$ cat src/rtl/int_pkg.sv
// ---------------------------------------------------------------------------
// int_pkg -- shared constants for the interrupt timer block and the interrupt
// controller integration: register map, ctrl bit positions, channel count.
// ---------------------------------------------------------------------------
package int_pkg;

    localparam int unsigned NUM_CH = 3;

    typedef enum logic [2:0] {
        ADDR_CTRL     = 3'd0,
        ADDR_PRESCALE = 3'd1,
        ADDR_CH0_LO   = 3'd2,
        ADDR_CH0_HI   = 3'd3,
        ADDR_CH1_LO   = 3'd4,
        ADDR_CH1_HI   = 3'd5,
        ADDR_CH2_LO   = 3'd6,
        ADDR_CH2_HI   = 3'd7
    } reg_addr_e;

    // ctrl register layout: enable bits at [2:0], one-shot mode bits at [6:4]
    localparam int unsigned CTRL_ENA_LSB  = 0;
    localparam int unsigned CTRL_MODE_LSB = 4;

    function automatic logic [2:0] reload_lo_addr(input int unsigned ch);
        return 3'(int'(ADDR_CH0_LO) + 2 * ch);
    endfunction

    function automatic logic [2:0] reload_hi_addr(input int unsigned ch);
        return 3'(int'(ADDR_CH0_HI) + 2 * ch);
    endfunction

endpackage

$ cat src/rtl/int_timer_ch.sv
// ---------------------------------------------------------------------------
// int_timer_ch -- one timer channel: reload shadow/register, 16-bit down
// counter, enable/mode bits with one-shot auto-clear, registered strobe.
// Ports:
//   clk, rst_n      clock / async active-low reset
//   i_tick          shared prescaler tick
//   i_ctrl_we       ctrl register write this cycle
//   i_ena_wr        enable bit being written
//   i_mode_wr       mode bit being written (1 = one-shot)
//   i_lo_we/i_hi_we reload lo / hi byte write
//   i_din           write data
//   o_ena, o_mode   current enable / mode bits
//   o_stb           one-cycle expiry strobe
// ---------------------------------------------------------------------------
module int_timer_ch (
    input  logic       clk,
    input  logic       rst_n,
    input  logic       i_tick,
    input  logic       i_ctrl_we,
    input  logic       i_ena_wr,
    input  logic       i_mode_wr,
    input  logic       i_lo_we,
    input  logic       i_hi_we,
    input  logic [7:0] i_din,
    output logic       o_ena,
    output logic       o_mode,
    output logic       o_stb
);

    logic [7:0]  r_shadow;
    logic [15:0] r_reload;
    logic [15:0] r_count;
    logic        r_ena;
    logic        r_mode;
    logic        r_stb;

    logic        w_rise;
    logic        w_expire;

    // Enable edge reloads the counter and overrides any coincident tick.
    assign w_rise   = i_ctrl_we & i_ena_wr & ~r_ena;
    assign w_expire = i_tick & r_ena & (r_count == '0) & ~w_rise;

    always_ff @(posedge clk or negedge rst_n) begin
        if (!rst_n) begin
            r_shadow <= '0;
            r_reload <= '0;
            r_count  <= '0;
            r_ena    <= 1'b0;
            r_mode   <= 1'b0;
            r_stb    <= 1'b0;
        end else begin
            if (i_lo_we)
                r_shadow <= i_din;
            if (i_hi_we)
                r_reload <= {i_din, r_shadow};

            if (w_rise)
                r_count <= r_reload;
            else if (i_tick && r_ena)
                r_count <= (r_count == '0) ? r_reload : r_count - 16'd1;

            // A ctrl write in the expiry cycle wins over the one-shot clear.
            if (i_ctrl_we) begin
                r_ena  <= i_ena_wr;
                r_mode <= i_mode_wr;
            end else if (w_expire && r_mode) begin
                r_ena <= 1'b0;
            end

            r_stb <= w_expire;
        end
    end

    assign o_ena  = r_ena;
    assign o_mode = r_mode;
    assign o_stb  = r_stb;

endmodule

$ cat src/rtl/int_timers.sv
// ---------------------------------------------------------------------------
// int_timers -- three programmable interval timers sharing one prescaler,
// producing one-cycle interrupt request strobes.
// Ports:
//   clk       system clock (rising edge)
//   rst_n     async active-low reset
//   wr_stb    one-cycle register write strobe
//   addr      register select (see int_pkg::reg_addr_e)
//   din       write data
//   rd_data   status {2'b00, mode[2:0], ena[2:0]}
//   int_stbs  registered per-channel interrupt strobes
// ---------------------------------------------------------------------------
module int_timers
    import int_pkg::*;
(
    input  logic              clk,
    input  logic              rst_n,
    input  logic              wr_stb,
    input  logic [2:0]        addr,
    input  logic [7:0]        din,
    output logic [7:0]        rd_data,
    output logic [NUM_CH-1:0] int_stbs
);

    logic [7:0]        r_prescale;
    logic [7:0]        r_pre_cnt;

    logic              w_tick;
    logic              w_ctrl_we;
    logic              w_pre_we;
    logic [NUM_CH-1:0] w_ena;
    logic [NUM_CH-1:0] w_mode;
    logic [NUM_CH-1:0] w_stb;

    assign w_ctrl_we = wr_stb && (addr == ADDR_CTRL);
    assign w_pre_we  = wr_stb && (addr == ADDR_PRESCALE);
    assign w_tick    = (r_pre_cnt == '0);

    // A new prescale value is only picked up at the next reload.
    always_ff @(posedge clk or negedge rst_n) begin
        if (!rst_n) begin
            r_prescale <= '0;
            r_pre_cnt  <= '0;
        end else begin
            if (w_tick)
                r_pre_cnt <= r_prescale;
            else
                r_pre_cnt <= r_pre_cnt - 8'd1;
            if (w_pre_we)
                r_prescale <= din;
        end
    end

    for (genvar g = 0; g < NUM_CH; g++) begin : g_ch
        logic w_lo_we;
        logic w_hi_we;

        assign w_lo_we = wr_stb && (addr == reload_lo_addr(g));
        assign w_hi_we = wr_stb && (addr == reload_hi_addr(g));

        int_timer_ch u_ch (
            .clk       (clk),
            .rst_n     (rst_n),
            .i_tick    (w_tick),
            .i_ctrl_we (w_ctrl_we),
            .i_ena_wr  (din[CTRL_ENA_LSB + g]),
            .i_mode_wr (din[CTRL_MODE_LSB + g]),
            .i_lo_we   (w_lo_we),
            .i_hi_we   (w_hi_we),
            .i_din     (din),
            .o_ena     (w_ena[g]),
            .o_mode    (w_mode[g]),
            .o_stb     (w_stb[g])
        );
    end

    assign rd_data  = {2'b00, w_mode, w_ena};
    assign int_stbs = w_stb;

endmodule

$ cat config.mk
export PLATFORM = sky130hd
export DESIGN_NAME = int_timers
export DESIGN_NICKNAME = d
export VERILOG_FILES = /design/src/rtl/int_pkg.sv /design/src/rtl/int_timer_ch.sv /design/src/rtl/int_timers.sv
export SDC_FILE = /design/constraint.sdc
export NUM_CORES = 1
export LEC_CHECK = 0
export CORE_ASPECT_RATIO = 0.6
export CORE_MARGIN = 3
export CORE_UTILIZATION = 50
export DETAILED_ROUTE_END_ITERATION = 8
export PLACE_DENSITY = 0.69
export SYNTH_ARGS = -nofsm -noshare
export SYNTH_HDL_FRONTEND = slang
export SYNTH_SLANG_ARGS = --single-unit
$ cat constraint.sdc
create_clock -name clk -period 6.75 [get_ports clk]
set_clock_uncertainty 0.05 [all_clocks]
set_input_delay 1.0125 -clock clk [delete_from_list [all_inputs] [get_ports clk]]
set_output_delay 1.0125 -clock clk [all_outputs]
set_load 0.02 [all_outputs]
==> metrics, run 1 <==
outcome completed; simple-gate area share of the yosys netlist 0.1516; post-synthesis cell area approximately 0.0071 sq mm; worst hold slack between 0.4 and 0.5 ns; synthesis warning total 0; CP Data Required Time 7.01 ns; Peak VDD IR 0.1664 mV; antenna violations before repair 0; post-CTS resize count 0; global-route usage over all layers 0.2169; first-pass GRT wire length 27,180 um; Mean Syn Cell Area 10.76 sq um; slowest stage delay, CP a little over 0.7 ns; total CTS buffers 17; Finished Layout Cells 864; share of layout cells above drive strength 1 0.2009; grt ovf 0; Unique masters post-synth 59; Post-synth EDFFs 0; final antenna-violating net count 0; top cells by area, synth dfrtp_1 51%, mux2_2 14%, o21ai_0 2.5%; crit end category flip-flop; Layout fillers about 1,100; Critical R2R Launch g_ch[0].u_ch.r_count[7]$_DFFE_PN0P_; XOR/XNOR Fraction of Synth Area 0.004949; largest net degree at the start of global routing 80; top-area cell type share of the netlist area 0.5125; Startpoint Class input port; ys async rst share 1.000; Fmax roughly 290 MHz; post-synthesis compound-gate area fraction 0.1274; Slew Limit Fails 0; CP arrival 3.66 ns; R2R depth 5; WL/cell 19.24 um; Pwr Total 0.002957 W; via count 5,328; Starting Density 0.5310; nets@finish 686; worst path cell trace clkdlybuf4s50_1, nor4b_2, buf_4, nand2_1, and2_1, mux2_2, o22a_1; Yosys top cell by area dfrtp_1; n_diodes 0; Hold Crit Class flip-flop to flip-flop; Worst-path clk slew 0.07 ns; Num Clock Sinks 145; CTS H-tree depth 4; total placed cells including tap cells 832; # DRC 0; clock tree buffer depth 2; Core Region 0.01333 sq mm; Vias per Instance 6.167; Worst-Margin Slew 1.080 ns; Hold Violations, Final 0; post-route clock period utilization 0.5042; Slowest cell on crit path and2_1; CP startpoint wr_stb; Setup crit end g_ch[0].u_ch.r_count[9]$_DFFE_PN0P_; Port Buf Inserts 22; sequential area share after synthesis 0.5125; worst rel slew slack 0.2744; Setup Viol. Count Final 0; Cells after Synth 658; drt pass-1 iters 5; clock root cell clkbuf_16; MaxCap Viol Count 0; CTS Hold Bufs 0; setup_tns 0 ns; Crit Path Category input port to flip-flop; min Tclk post-route roughly 3.4 ns; Synth Flop Type dfrtp_1; RSZ-0062 raised after global routing no; r2r setup slk 3.64 ns; adder-cell area share of the yosys netlist 0.01414; insertion delay to the later sink of the worst-skew pair around 0.42 ns; CTS tree built; Seq cells post-synth roughly 150; initial DRC count 467; pwr/cell area between 300 and 400 mW/mm^2; gp weighted congestion 0.8622; vias in the first global route 5,254; Detailed Place HPWL about 11,000 um; Crit Reg-Reg Endpoint g_ch[0].u_ch.r_count[9]$_DFFE_PN0P_; Die X 159.6 um; static leakage 3.322 nW; postcts setup bufs 0; fraction of synthesized area in multiplexers 0.1451; main combinational cell family by area after synthesis simple AND/OR/NAND/NOR gates; Max FO, Critical Path 21; Rows 32; Die Y around 98 um; Syn-to-layout area delta 12.60%; num ports 25; final WL 16,630 um; die area 0.01567 sq mm
-- state kept, by name (all words and copies together), names as in the netlist --
name	flops
g_ch.u_ch.o_mode	3
r_pre_cnt	8
g_ch.u_ch.r_shadow	24
r_prescale	8
g_ch.u_ch.r_count	48
g_ch.u_ch.o_ena	3
g_ch.u_ch.r_reload	48
g_ch.u_ch.o_stb	3
-- synthesized netlist by cell type, types with 4 or more instances --
master and instances:
nor2_1 31, o31ai_1 5, o311ai_0 4, o211ai_1 5
a31oi_1 7, mux2_2 85, o22a_1 10, o22ai_1 5
clkbuf_1 28, nand3_1 30, nand2_1 48, a22oi_1 8
ha_1 8, buf_4 11, dfrtp_1 145, o21ai_0 36
inv_1 19, mux2i_1 7, nand4_1 18, and3_1 5
or3_1 6, a21oi_1 35, nor3_1 22, nor4_1 12
-- per-stage QoR --
step	utilization	cell area (sq um)	setup WS, ns
finish	0.5979	7971	3.347
global route	0.5979	7971	3.202
CTS	0.5979	7971	3.383
detailed placement	0.5532	7376	2.955
global placement	0.5532	7376	3.036
floorplan	-	7083	3.940
-- worst min-delay path by stage --
stage | startpoint | to | slack (ns) | depth (start not counted)
after floorplan | r_pre_cnt[0]$_DFF_PN0_ | r_pre_cnt[0]$_DFF_PN0_ | 0.39 | 1
after global placement | r_prescale[7]$_DFFE_PN0P_ | r_pre_cnt[7]$_DFF_PN0_ | 0.41 | 2
after detailed placement | r_prescale[7]$_DFFE_PN0P_ | r_pre_cnt[7]$_DFF_PN0_ | 0.42 | 2
after CTS | r_pre_cnt[0]$_DFF_PN0_ | r_pre_cnt[0]$_DFF_PN0_ | 0.44 | 1
after global routing | r_pre_cnt[0]$_DFF_PN0_ | r_pre_cnt[0]$_DFF_PN0_ | 0.47 | 1
final | r_pre_cnt[0]$_DFF_PN0_ | r_pre_cnt[0]$_DFF_PN0_ | 0.44 | 1
-- where the power goes --
| part | leakage (nW) | internal, W | total (W) | switching [W] |
|---|---|---|---|---|
| registers | 1.76 | 0.00111 | 0.00133 | 0.000213 |
| logic | 1.27 | 0.000311 | 0.000673 | 0.000362 |
| clock network | 0.293 | 0.000556 | 0.000956 | 0.000401 |
| total | 3.32 | 0.00198 | 0.00296 | 0.000975 |
-- logic make-up (layout without fill, tap and decap cells) --
kind of cell	Yosys count	in the layout
AND/OR/NAND/NOR	204	204
adder cells (fa/ha/maj)	8	8
flip-flops	145	145
XOR/XNOR	4	4
buffers and inverters	65	83
multiplexers	92	92
other	1	2
AO/OA/AOI/OAI	139	139
-- cells in the final DEF (no fill, tap or decap), types with 8 or more instances in the layout --
cell type,Yosys,layout
a21oi_1,35,35
a22oi_1,8,8
buf_4,11,10
clkbuf_16,0,17
clkdlybuf4s50_1,0,21
dfrtp_1,145,145
ha_1,8,8
inv_1,19,19
mux2_2,85,85
nand2_1,48,48
nand3_1,30,30
nand4_1,18,18
nor2_1,31,31
nor3_1,22,22
nor4_1,12,12
o21ai_0,36,36
o22a_1,10,10
-- metal layers --
metal,vias to the layer above,global-route usage,share of wire
li1,2449,-,-
met5,-,0,0
met1,2681,0.3111,0.48
met4,0,0.06725,0.0094
met2,181,0.3260,0.45
met3,17,0.05511,0.060
-- critical path: cells and delay by family --
kind / cells / cell delay (ns)
and+or+nand+nor: 3 / 1.30
buffers and inverters: 2 / 0.71
muxes: 1 / 0.42
AOI/OAI and AO/OA: 1 / 0.19
-- cell type report --
| class | instances | area, sq um | area share |
|---|---|---|---|
| Clock inverter | 15 | 170.2 | 0.02135 |
| Timing Repair Buffer | 32 | 296.5 | 0.03720 |
| Tap cell | 187 | 234.0 | 0.02935 |
| Multi-Input combinational cell | 449 | 3146 | 0.3946 |
| Clock buffer | 17 | 425.4 | 0.05337 |
| Sequential cell | 145 | 3628 | 0.4552 |
| Inverter | 19 | 71.32 | 0.008947 |
No activity file was read; power rests on OpenSTA's default activity.
==> run 2, diff against run 1 <==
Settings changed: PLACE_DENSITY 0.69 to 0.72.
Clock period 6.75 ns to 2.85 ns, I/O delays scaled along.
==> run 2 against run 1 <==
Effect of this change:
- final area rose by 2.2%
- wire length grew 5.1%
- global-route usage grew 1.1 points
- utilization grew 1.3 points
- worst setup slack got worse by 3.1 ns
- critical path type is now flip-flop to flip-flop
- critical endpoint is now g_ch[0].u_ch.r_count[2]$_DFFE_PN0P_
- largest cell class unchanged
- largest power group unchanged
==> metrics, run 2 (same netlist as run 1, synthesis figures left out) <==
outcome completed (unchanged); Die X 159.6 um (unchanged); gp weighted congestion 0.9109 (was 0.8622); final antenna-violating net count 0 (unchanged); CTS H-tree depth 4 (unchanged); via count 5,563 (was 5,328); Starting Density 0.5310 (unchanged); num ports 25 (unchanged); Hold Crit Class flip-flop to flip-flop (unchanged); Hold Crit Depth 2 (was 1); MaxCap Viol Count 0 (unchanged); Crit Path Category flip-flop to flip-flop (was input port to flip-flop); setup_tns 0 ns (unchanged); Vias per Instance 6.244 (was 6.167); clock tree buffer depth 2 (unchanged); CTS tree built (unchanged); die area 0.01567 sq mm (unchanged); Detailed Place HPWL 11,820 um (was 11,040 um); Port Buf Inserts 22 (unchanged); Setup Viol. Count Final 0 (unchanged); pwr/cell area 842.5 mW/mm^2 (was 371.0 mW/mm^2); Slew Limit Fails 0 (unchanged); Startpoint Class flip-flop (was input port); hold_sp r_prescale[7]$_DFFE_PN0P_ (was r_pre_cnt[0]$_DFF_PN0_); Crit Reg-Reg Endpoint g_ch[0].u_ch.r_count[2]$_DFFE_PN0P_ (was g_ch[0].u_ch.r_count[9]$_DFFE_PN0P_); Fmax 380.9 MHz; most common cell after layout, fill and taps aside dfrtp_1 (unchanged); Rows 32 (unchanged); Max FO, Critical Path 15 (was 21); WL/cell 19.60 um (was 19.24 um); insertion delay to the later sink of the worst-skew pair 0.42 ns (about the same); grt ovf 0 (unchanged); biggest regs g_ch.u_ch.r_count x48, g_ch.u_ch.r_reload x48, g_ch.u_ch.r_shadow x24 (unchanged); min Tclk post-route 2.625 ns; Peak VDD IR 0.3982 mV (was 0.1664 mV); nets@finish 713 (was 686); Worst path top cell family by delay simple AND/OR/NAND/NOR gates (unchanged); R2R depth 6 (was 5); Hold Violations, Final 0 (unchanged); initial DRC count 484 (was 467); Num Clock Sinks 145 (unchanged); final core utilization 0.6107 (was 0.5979); n_diodes 0 (unchanged); crit end category flip-flop (unchanged); Core Region 0.01333 sq mm (unchanged); static leakage 3.424 nW (was 3.322 nW); Critical R2R Launch g_ch[0].u_ch.r_count[7]$_DFFE_PN0P_ (unchanged); vias in the first global route 5,419 (was 5,254); Multi-input gate area 0.003146 sq mm (unchanged); RSZ-0062 raised after global routing no (unchanged); global-route usage over all layers 0.2283 (was 0.2169); clock root cell clkbuf_16 (unchanged); worst rel slew slack 0.4071 (was 0.2744); Hold Path End r_pre_cnt[7]$_DFF_PN0_ (was r_pre_cnt[0]$_DFF_PN0_); r2r setup slk 0.22 ns (was 3.64 ns); post-CTS resize count 0 (unchanged); CP arrival 2.87 ns (was 3.66 ns); Finished Layout Cells 891 (was 864); first-pass GRT wire length 28,470 um (was 27,180 um); Worst-Margin Slew 0.8888 ns (was 1.080 ns); largest net degree at the start of global routing 68 (was 80); total CTS buffers 17 (unchanged); total placed cells including tap cells 858 (was 832); postcts setup bufs 0 (unchanged); most frequent cells in the layout 145 x dfrtp_1, 85 x mux2_2, 48 x nand2_1, 36 x o21ai_0, 35 x a21oi_1 (unchanged); drt pass-1 iters 5 (unchanged); Layout fillers 1,083 (was 1,092); slowest stage delay, CP 0.72 ns (about the same); CP Data Required Time 3.09 ns (was 7.01 ns); buffers and inverters on the worst path 1 (was 2); placed cell areas 0.007596 sq mm (was 0.007376 sq mm); Worst-path clk slew 0.07 ns (about the same); antenna violations before repair 0 (unchanged); CTS Hold Bufs 1 (was 0); Syn-to-layout area delta 15.02% (was 12.60%); post-route clock period utilization 0.9211; final WL 17,470 um (was 16,630 um); # DRC 0 (unchanged); share of layout cells above drive strength 1 0.2301 (was 0.2009); worst path cell trace nor4_1, nand4_1, and2_1, buf_4, o21ai_0, a22oi_1 (was clkdlybuf4s50_1, nor4b_2, buf_4, nand2_1, and2_1, mux2_2, o22a_1); Slowest cell on crit path nor4_1 (was and2_1); Die Y 98.17 um (unchanged); Finished Cell Area 0.008143 sq mm (was 0.007971 sq mm); FF/Latch Area 0.003628 sq mm (unchanged)
-- run 2: layout make-up --
type                       count  area share
sequential                   145      0.4456
multi-input combinational    449      0.3863
timing repair buffer          59     0.06469
clock buffer                  17     0.05224
tap                          187     0.02873
clock inverter                15     0.01368
inverter                      19    0.008758
-- run 2: worst max path at each step --
stage	startpoint	to	slack, ns	cells after the start
6_report	g_ch[0].u_ch.r_count[7]$_DFFE_PN0P_	g_ch[0].u_ch.r_count[2]$_DFFE_PN0P_	0.22	6
3_3_place_gp	addr[0]	g_ch[1].u_ch.r_count[13]$_DFFE_PN0P_	0.18	7
4_1_cts	g_ch[2].u_ch.r_count[0]$_DFFE_PN0P_	g_ch[2].u_ch.r_count[15]$_DFFE_PN0P_	0.32	7
2_1_floorplan	g_ch[2].u_ch.r_count[7]$_DFFE_PN0P_	g_ch[2].u_ch.r_count[4]$_DFFE_PN0P_	0.38	7
3_5_place_dp	addr[0]	g_ch[1].u_ch.r_count[1]$_DFFE_PN0P_	0.1	6
5_1_grt	g_ch[0].u_ch.r_count[7]$_DFFE_PN0P_	g_ch[0].u_ch.r_count[2]$_DFFE_PN0P_	0.12	6
-- run 2: power by group --
group / total, W / switching [W] / internal [W]
clock network: 0.00204 / 0.000924 / 0.00112
registers: 0.00315 / 0.000510 / 0.00264
logic: 0.00167 / 0.000894 / 0.000773
-- run 2: metal layers --
metal | global-route usage | vias to the layer above | share of wire
met5 | 0 | - | 0
li1 | - | 2510 | -
met1 | 0.3299 | 2807 | 0.46
met3 | 0.05765 | 24 | 0.074
met2 | 0.3388 | 222 | 0.46
met4 | 0.07330 | 0 | 0.013
-- run 2: tightest hold or removal path: stages, from the launching register on --
cell and delay, ns:
dfrtp_1 0.34, nand2_1 0.04, o21ai_0 0.06
-- run 2: per-stage QoR --
step	setup slack [ns]	power, W	hold WS, ns
after floorplan	0.3830	0.004189	0.08191
after global placement	0.1824	0.004673	0.4071
after detailed placement	0.09733	0.004788	0.4206
after CTS	0.3191	0.006864	0.4353
after global routing	0.1238	0.007251	0.4611
final	0.2248	0.006861	0.4320
==> run 3, diff against run 2 <==
Settings changed: PLACE_DENSITY 0.72 to 0.73.
==> run 3 against run 2 <==
Effect of this change:
- worst hold slack got worse by 0.0031 ns
- clock power increased by 9%
- fmax increased by 3.7%
- combinational power about the same
- register-to-register slack improved by 0.09 ns
- non-clock buffer count increased by 4
- sequential power about the same
- via count decreased by 2.4%
- sequential cell count unchanged
- largest power group unchanged
==> metrics, run 3 (same netlist as run 1, synthesis figures left out) <==
outcome completed (unchanged); Peak VDD IR 0.4562 mV (was 0.3982 mV); Detailed Place HPWL 11,960 um (was 11,820 um); largest net degree at the start of global routing 57 (was 68); Starting Density 0.5310 (unchanged); crit end category flip-flop (unchanged); net switching power figure 0.002347 W (was 0.002328 W); Startpoint Class flip-flop (unchanged); biggest regs g_ch.u_ch.r_count x48, g_ch.u_ch.r_reload x48, g_ch.u_ch.r_shadow x24 (unchanged); Worst path top cell family by delay simple AND/OR/NAND/NOR gates (unchanged); slowest stage delay, CP 0.68 ns (was 0.72 ns); internal power 0.004674 W (was 0.004532 W); Clk pwr share 0.317 (was 0.298); initial DRC count 560 (was 484); clock root cell clkbuf_16 (unchanged); grt ovf 0 (unchanged); global-route usage over all layers 0.2227 (was 0.2283); post-CTS resize count 0 (unchanged); Rows 32 (unchanged); static leakage 3.470 nW (was 3.424 nW); drt pass-1 iters 7 (was 5); antenna violations before repair 0 (unchanged); Met1 Wirelength 8003 um (was 7988 um); Worst-Margin Slew 0.7392 ns (was 0.8888 ns); nets@finish 717 (was 713); CTS tree built (unchanged); via count 5,427 (was 5,563); insertion delay to the later sink of the worst-skew pair 0.43 ns (was 0.42 ns); clock tree buffer depth 2 (unchanged); CP arrival 2.79 ns (was 2.87 ns); Num Clock Sinks 145 (unchanged); RSZ-0062 raised after global routing no (unchanged); gp weighted congestion 0.9041 (was 0.9109); die area 0.01567 sq mm (unchanged); Worst-path clk slew 0.07 ns (about the same); Hold Violations, Final 0 (unchanged); Vias per Instance 6.064 (was 6.244); met3 routed wirelength 1146 um (was 1294 um); num ports 25 (unchanged); postcts setup bufs 0 (unchanged); Fmax 394.8 MHz (was 380.9 MHz); worst rel slew slack 0.5027 (was 0.4071); most frequent cells in the layout 145 x dfrtp_1, 85 x mux2_2, 48 x nand2_1, 39 x buf_4 (was 145 x dfrtp_1, 85 x mux2_2, 48 x nand2_1, 36 x o21ai_0, 35 x a21oi_1); n_diodes 0 (unchanged); Pwr Total 0.007021 W (was 0.006861 W); pwr/cell area 854.9 mW/mm^2 (was 842.5 mW/mm^2); Hold Crit Class flip-flop to flip-flop (unchanged); Setup Viol. Count Final 0 (unchanged); first-pass GRT wire length 27,930 um (was 28,470 um); # DRC 0 (unchanged); highest metal used met4 (unchanged); post-route clock period utilization 0.8886 (was 0.9211); most used cell, CP or4_4; total CTS buffers 17 (unchanged); share of layout cells above drive strength 1 0.2345 (was 0.2301); CTS H-tree depth 4 (unchanged); setup_tns 0 ns (unchanged); sequential power share 0.445 (was 0.459); Port Buf Inserts 22 (unchanged); Core Region 0.01333 sq mm (unchanged); vias in the first global route 5,356 (was 5,419); CP Data Required Time 3.10 ns (was 3.09 ns); Die Y 98.17 um (unchanged); WL met2 7656 um (was 7950 um); final antenna-violating net count 0 (unchanged); buffers and inverters on the worst path 0 (was 1); min Tclk post-route 2.533 ns (was 2.625 ns); Crit Path Category flip-flop to flip-flop (unchanged); Syn-to-layout area delta 16.01% (was 15.02%); final WL 16,990 um (was 17,470 um); CTS Hold Bufs 1 (unchanged); worst path cell trace or4_4, or4_4, and2_4, o22ai_1, o2bb2a_1 (was nor4_1, nand4_1, and2_1, buf_4, o21ai_0, a22oi_1); most common cell after layout, fill and taps aside dfrtp_1 (unchanged); Slowest cell on crit path or4_4 (was nor4_1); Slew Limit Fails 0 (unchanged); MaxCap Viol Count 0 (unchanged); Sw Share 0.3343 (was 0.3394); Layout fillers 1,061 (was 1,083); Combinational Power Share 0.238 (was 0.243); Die X 159.6 um (unchanged); WL/cell 18.98 um (was 19.60 um); Max FO, Critical Path 18 (was 15)
==> run 3: changes by cell type in the layout (fill, tap and decap cells not counted), moves of 3 or more <==
cell	previous run	this run
inv_8	0	5
clkinv_2	4	0
buf_4	34	39
clkinvlp_4	4	1
==> run 3: path summary, 6_finish.rpt <==
kind | cells past startpoint | slack (ns) | start | endpoint
min in group asynchronous | 2 | 0.48 | rst_n | g_ch[1].u_ch.r_count[4]$_DFFE_PN0P_
setup reg to reg | 5 | 0.32 | g_ch[2].u_ch.r_count[7]$_DFFE_PN0P_ | g_ch[2].u_ch.r_count[15]$_DFFE_PN0P_
max in group asynchronous | 3 | 1.36 | rst_n | r_pre_cnt[3]$_DFF_PN0_
setup / recovery | 5 | 0.32 | g_ch[2].u_ch.r_count[7]$_DFFE_PN0P_ | g_ch[2].u_ch.r_count[15]$_DFFE_PN0P_
hold / removal | 2 | 0.43 | r_prescale[7]$_DFFE_PN0P_ | r_pre_cnt[7]$_DFF_PN0_
hold reg to reg | 2 | 0.43 | r_prescale[7]$_DFFE_PN0P_ | r_pre_cnt[7]$_DFF_PN0_
==> run 3: area by class of cell <==
| cell class | instances | area [sq um] | share of cell area |
|---|---|---|---|
| sequential | 145 | 3628 | 0.4418 |
| clock inverter | 15 | 163.9 | 0.01996 |
| timing repair buffer | 63 | 544.3 | 0.06627 |
| inverter | 19 | 71.32 | 0.008684 |
| multi-input combinational | 449 | 3146 | 0.3830 |
| clock buffer | 17 | 425.4 | 0.05180 |
| tap | 187 | 234.0 | 0.02849 |
==> run 3: power by group through the flow <==
stage	Combinational [W]	Clock (W)	Sequential, W
floorplan	0.00120	0	0.00299
global placement	0.00156	0	0.00313
detailed placement	0.00165	0	0.00315
CTS	0.00166	0.00226	0.00312
global route	0.00183	0.00237	0.00321
finish	0.00167	0.00223	0.00312
==> run 3: metrics by stage <==
stage                     hold WS (ns)  cell area [sq um]  setup WS (ns)  instances  utilization
final                           0.4289               8213         0.3174        895       0.6160
after global routing            0.4700               8213         0.2635        895       0.6160
after CTS                       0.4355               8213         0.3457        895       0.6160
after detailed placement        0.3813               7614         0.2390        862       0.5710
after global placement          0.3700               7614         0.2920        862       0.5710
after floorplan                0.08191               7083         0.3830        659            -
==> run 3: per-layer routing <==
metal | vias to the layer above | GRT usage
met5 | - | 0
met4 | 0 | 0.06389
met3 | 16 | 0.05341
met2 | 176 | 0.3339
met1 | 2742 | 0.3239
li1 | 2493 | -
==> run 3: worst min-delay path, delay by kind of cell, from the launching register on <==
kind | cells | cell delay, ns
DFF | 1 | 0.34
AOI/OAI and AO/OA | 1 | 0.06
and+or+nand+nor | 1 | 0.04
